**src/rtl/sram_1p_rmw_ctrl.sv**
```systemverilog
// -----------------------------------------------------------------------------
// sram_1p_rmw_ctrl
//
// This is the initiator-side controller for one single-port SG13G2 SRAM macro.
// The macro pins are MEN, WEN, REN, ADDR, DIN, DOUT and DLY.
//
// Requests are whole words with byte enables. Full-word reads and writes go
// straight to the macro. Partial writes become a read-modify-write, because
// the macro has no bit mask.
//
// Every accepted request gets exactly one response, in accept order.
//
// Request handshake (valid/ready):
//   - A request transfers in any cycle where req_valid_i && req_ready_o are
//     both high at the rising clk_i edge.
//   - req_ready_o depends only on controller state, never on req_valid_i.
//   - Response is a one-cycle rsp_valid_o pulse with no backpressure.
//   - rsp_rdata_o is zero for write responses.
//
// Ports:
//   clk_i, rst_ni        clock (also the macro clock), async active-low reset
//   req_valid_i/ready_o  request handshake
//   req_we_i             1 = write, 0 = read
//   req_addr_i           word address
//   req_wdata_i          write data
//   req_be_i             byte enables (writes only)
//   rsp_valid_o          response pulse
//   rsp_rdata_o          read data, zero for writes
//   sram_men_o           macro enable
//   sram_wen_o           macro write enable
//   sram_ren_o           macro read enable
//   sram_addr_o          macro address
//   sram_din_o           macro write data
//   sram_dly_o           macro DLY pin, tied to SRAM_DLY
//   sram_dout_i          macro read data, valid the cycle after a read edge
//
// Optional build macro SRAM_RDATA_REG_EN:
//   When defined, the response passes through one extra register stage.
//   This adds one cycle of latency to every response.
//
// FSM state is visible hierarchically as state_q (IDLE / MERGE).
// -----------------------------------------------------------------------------
module sram_1p_rmw_ctrl #(
  parameter int   ADDR_W   = 13,
  parameter int   DATA_W   = 32,
  parameter logic SRAM_DLY = 1'b1
) (
  input  logic              clk_i,
  input  logic              rst_ni,
  input  logic              req_valid_i,
  output logic              req_ready_o,
  input  logic              req_we_i,
  input  logic [ADDR_W-1:0] req_addr_i,
  input  logic [DATA_W-1:0] req_wdata_i,
  input  logic [DATA_W/8-1:0] req_be_i,
  output logic              rsp_valid_o,
  output logic [DATA_W-1:0] rsp_rdata_o,
  output logic              sram_men_o,
  output logic              sram_wen_o,
  output logic              sram_ren_o,
  output logic [ADDR_W-1:0] sram_addr_o,
  output logic [DATA_W-1:0] sram_din_o,
  output logic              sram_dly_o,
  input  logic [DATA_W-1:0] sram_dout_i
);

  localparam int BE_W = DATA_W / 8;

  typedef enum logic {
    IDLE  = 1'b0,
    MERGE = 1'b1
  } state_t;

  state_t            state_q;
  logic [ADDR_W-1:0] cap_addr_q;
  logic [DATA_W-1:0] cap_wdata_q;
  logic [BE_W-1:0]   cap_be_q;

  // A response is due in the cycle after rsp_pend_q is set.
  // rsp_read_q selects macro data versus zero for that response.
  logic              rsp_pend_q;
  logic              rsp_read_q;

  logic              accept;
  logic              be_full;
  logic              be_zero;
  logic              is_partial;
  logic [DATA_W-1:0] merge_data;

  // Ready is forced low during reset so nothing is accepted then.
  assign req_ready_o = rst_ni && (state_q == IDLE);
  assign accept      = req_valid_i && req_ready_o;
  assign be_full     = &req_be_i;
  assign be_zero     = ~|req_be_i;
  assign is_partial  = accept && req_we_i && !be_full && !be_zero;
  assign sram_dly_o  = SRAM_DLY;

  // Byte merge for the second half of a read-modify-write.
  // Enabled bytes come from the captured request. Other bytes come from the
  // word the macro read back in the previous cycle.
  always_comb begin
    merge_data = '0;
    for (int b = 0; b < BE_W; b++) begin
      merge_data[b*8 +: 8] = cap_be_q[b] ? cap_wdata_q[b*8 +: 8]
                                         : sram_dout_i[b*8 +: 8];
    end
  end

  // Macro pin drive.
  // All pins are quiet unless an access is actually being issued.
  // Gating MERGE with rst_ni drops the pending write when reset arrives
  // mid-sequence.
  always_comb begin
    sram_men_o  = 1'b0;
    sram_wen_o  = 1'b0;
    sram_ren_o  = 1'b0;
    sram_addr_o = '0;
    sram_din_o  = '0;
    if (rst_ni) begin
      if (state_q == MERGE) begin
        sram_men_o  = 1'b1;
        sram_wen_o  = 1'b1;
        sram_addr_o = cap_addr_q;
        sram_din_o  = merge_data;
      end else if (accept) begin
        if (!req_we_i) begin
          sram_men_o  = 1'b1;
          sram_ren_o  = 1'b1;
          sram_addr_o = req_addr_i;
        end else if (be_full) begin
          sram_men_o  = 1'b1;
          sram_wen_o  = 1'b1;
          sram_addr_o = req_addr_i;
          sram_din_o  = req_wdata_i;
        end else if (!be_zero) begin
          // Partial write: fetch the old word first.
          sram_men_o  = 1'b1;
          sram_ren_o  = 1'b1;
          sram_addr_o = req_addr_i;
        end
      end
    end
  end

  // FSM, request capture and response scheduling.
  always_ff @(posedge clk_i or negedge rst_ni) begin
    if (!rst_ni) begin
      state_q     <= IDLE;
      cap_addr_q  <= '0;
      cap_wdata_q <= '0;
      cap_be_q    <= '0;
      rsp_pend_q  <= 1'b0;
      rsp_read_q  <= 1'b0;
    end else begin
      case (state_q)
        MERGE: begin
          state_q    <= IDLE;
          rsp_pend_q <= 1'b1;
          rsp_read_q <= 1'b0;
        end
        default: begin
          if (is_partial) begin
            state_q     <= MERGE;
            cap_addr_q  <= req_addr_i;
            cap_wdata_q <= req_wdata_i;
            cap_be_q    <= req_be_i;
            rsp_pend_q  <= 1'b0;
            rsp_read_q  <= 1'b0;
          end else if (accept) begin
            rsp_pend_q <= 1'b1;
            rsp_read_q <= !req_we_i;
          end else begin
            rsp_pend_q <= 1'b0;
            rsp_read_q <= 1'b0;
          end
        end
      endcase
    end
  end

`ifdef SRAM_RDATA_REG_EN
  // Extra output stage: the response is registered one more time.
  // The merge path above still uses raw sram_dout_i.
  logic              rsp_valid_q;
  logic [DATA_W-1:0] rsp_rdata_q;

  always_ff @(posedge clk_i or negedge rst_ni) begin
    if (!rst_ni) begin
      rsp_valid_q <= 1'b0;
      rsp_rdata_q <= '0;
    end else begin
      rsp_valid_q <= rsp_pend_q;
      rsp_rdata_q <= rsp_read_q ? sram_dout_i : '0;
    end
  end

  assign rsp_valid_o = rsp_valid_q;
  assign rsp_rdata_o = rsp_rdata_q;
`else
  // Read data is a combinational pass-through of the macro output.
  assign rsp_valid_o = rsp_pend_q;
  assign rsp_rdata_o = rsp_read_q ? sram_dout_i : '0;
`endif

endmodule

```
**config.mk**
```make
export PLATFORM = sky130hd
export DESIGN_NAME = sram_1p_rmw_ctrl
export DESIGN_NICKNAME = d
export VERILOG_FILES = /design/src/rtl/sram_1p_rmw_ctrl.sv
export SDC_FILE = /design/constraint.sdc
export NUM_CORES = 1
export LEC_CHECK = 0
export CORE_MARGIN = 2
export CORE_UTILIZATION = 43
export CTS_CLUSTER_DIAMETER = 200
export DETAILED_ROUTE_END_ITERATION = 10
export PLACE_DENSITY_LB_ADDON = 0.1
export SYNTH_ARGS = -nofsm -noshare
export SYNTH_HDL_FRONTEND = slang
export SYNTH_SLANG_ARGS = --single-unit
```
**constraint.sdc**
```tcl
create_clock -name clk_i -period 2.5 [get_ports clk_i]
set_input_delay 0.5 -clock clk_i [delete_from_list [all_inputs] [get_ports clk_i]]
set_output_delay 0.5 -clock clk_i [all_outputs]
set_load 0.005 [all_outputs]
```
==> impl_metrics.ini <==
[cells_and_area]
fillers = 705
fin_nets = 641
layout-drive-gt1-share_pct = 33.75
syn_to_final_growth_pct = 53.86
multiInputGateArea_mm2 = 0.002207
diodes = 0
fin_util_pct = 67.34
regArea_mm2 = 0.001303

[floorplan]
pin_count = 168
die_w_um = 97.53
initial_utilization_pct = 43.77
coreArea_mm2 = 0.008593
die_y_um = 97.53
die_area_mm2 = 0.009511
fp-row-count = 34

[critical_path]
end_kind = output port
crit_fanout = 11
cp-start-kind = primary input
critPathKind = in -> out
worstPathArrival_ps = 1940
worstPathRequired_ps = 2000

[sta]
skew_ps = 7.363
fin_crit_sh_pct = 97.44
finalHoldWorstSlack_ps = 49.21
finalWorstSetupSlack_ps = 64.02
fmax_mhz = 410.5
drv_slew = 0
setup_viol = 0
period_needed_ps = 2436
hold_viol_final = 0

[detailed_routing]
wl_per_cell_um = 16.37
ant_nets = 0
vias = 3408
drt_first_pass_iters = 4
drc = 0
wl_um = 10890
avgViaCountPerCell = 5.125
drtIter0Drc = 71

[place]
gp_routability_congestion = 0.8092
numPortBuffers = 166
dp_hpwl_um = 7767
dp_slack_ps = -631.4

[min_path]
hold_path_class = in -> async

[cts]
cts_buffer_depth = 2
h-tree-depth = 2
insertion_delay_ps = 310
cts_buffers = 5
cts.sinks = 52
cts-root-buf = clkbuf_8
cts.clk_slew.worst_paths_ps = 90
cts_tree = done
cts_hold_buf = 0

[global_route]
overflow = 0
grt_antenna_before_repair = 0
grt_pass1_wl_um = 17670
grt.total_usage_pct = 22.75
grt_pass1_vias = 3497
grt_max_degree = 36

[yosys]
synthCells = 375
syn-cell-area_mm2 = 0.003761
synth_warnings = 0
synth_flop_cell = dfrtp_1
async_reset_ff_share_pct = 100.0
synth_top_area_cell = dfrtp_1
ys_top_cells_by_count = 52 x dfrtp_1, 49 x mux2_4, 36 x nand2_1
synth_fp_nets = 460
ys_types = 28
synth.avg_cell_area_um2 = 10.03
ys_ff_latch = 52
synth.most_common_cell = dfrtp_1
yosys.area.top_type_share_pct = 34.60
synth_edf_count = 0
synth-seq-area-share_pct = 34.60
yosys-top-cells-area = dfrtp_1 35%, mux2_4 20%, mux2_2 9.6%, a21boi_0 6.4%, or4_1 6.4%

[pwr]
power_leakage_nw = 2.595
power_density_mw_per_mm2 = 458.0
vdd_ir_drop_max_uv = 315.0

[flow_run]
cap_violations = 0

[run_status]
status = completed
## cells in the final DEF (no fill, tap or decap), types with 2 or more instances in the layout
master,Yosys,routed
clkdlybuf4s50_1,0,112
dfrtp_1,52,51
mux2_4,49,49
nand2_1,36,35
mux2_2,32,32
inv_1,32,32
and2_1,32,32
or4_1,32,29
a21boi_1,0,28
buf_4,1,27
clkbuf_2,0,22
buf_2,4,20
nor2_1,16,16
a22oi_1,12,12
buf_6,5,8
clkdlybuf4s15_1,0,7
buf_12,0,7
clkbuf_8,0,5
or4_4,1,4
a21boi_2,0,4
dlygate4sd2_1,0,3
a21oi_1,2,2
nor2b_1,2,2
## final timing paths
kind	startpoint	to	slack (ps)	cells after the start
max reg2reg	state_q	cap_wdata_q[21]	680	5
min reg2reg	cap_wdata_q[10]	cap_wdata_q[10]	520	1
min	rst_ni	cap_addr_q[1]	50	1
max in group asynchronous	rst_ni	cap_wdata_q[31]	1850	3
min in group clk_i	cap_wdata_q[10]	cap_wdata_q[10]	520	1
max	req_be_i[0]	sram_din_o[5]	60	7
## layout make-up
class | count | share of cell area, %
Multi-Input combinational cell | 256 | 38.14
Timing Repair Buffer | 209 | 33.08
Sequential cell | 52 | 22.51
Tap cell | 108 | 2.335
Inverter | 32 | 2.076
Clock buffer | 6 | 1.254
Clock inverter | 2 | 0.6054
## power breakdown
group	internal, mW	total [mW]	switching (mW)
clock network	0.297	0.571	0.274
registers	1.02	1.18	0.155
logic	0.629	0.899	0.270
## stage by stage
stage	power (mW)	area, um2	setup TNS [ps]	cells
global route	2.792	5787	-2.505	665
global placement	2.057	5719	-25120	647
floorplan	1.694	3761	0	375
finish	2.650	5787	0	665
CTS	2.666	5881	0	665
detailed placement	2.088	5719	-26640	647
## worst max-delay path, cell delays in order
cell             delay [ps]
clkdlybuf4s15_1         190
nand4_1                 120
buf_6                   160
buf_12                  140
or4_4                   480
a21boi_2                130
clkdlybuf4s15_2         210
## flip-flops by register name, summed over array words and instances (netlist names)
| register | flops |
|---|---|
| rsp_read_q | 1 |
| rsp_valid_o | 1 |
| cap_be_q | 4 |
| cap_wdata_q | 32 |
| state_q | 1 |
| cap_addr_q | 13 |
## what timing repair did
item                                    CTS  global route
resized for setup                       175            47
pin swaps                                14            23
setup buffers                             8             0
cloned                                    2             0
endpoints found under the setup margin   48            39
## routing by layer
layer / up-vias / global-route usage, % / share of wire, %
met5: - / 0 / 0
met4: 0 / 3.526 / 0.68
met3: 4 / 4.317 / 4.6
met2: 92 / 39.89 / 51
met1: 1670 / 29.78 / 44
li1: 1642 / - / -
## cells by family (layout without fill, tap and decap cells)
logic type | count (synthesis) | after routing | share of synthesized area, %
simple gates | 125 | 125 | 18.63
buf+inv | 67 | 249 | 7.918
other cells | 1 | 1 | 0.09970
compound gates | 49 | 49 | 9.614
mux | 81 | 81 | 29.14
flops | 52 | 52 | 34.60
(Power assumes the default switching activity.)
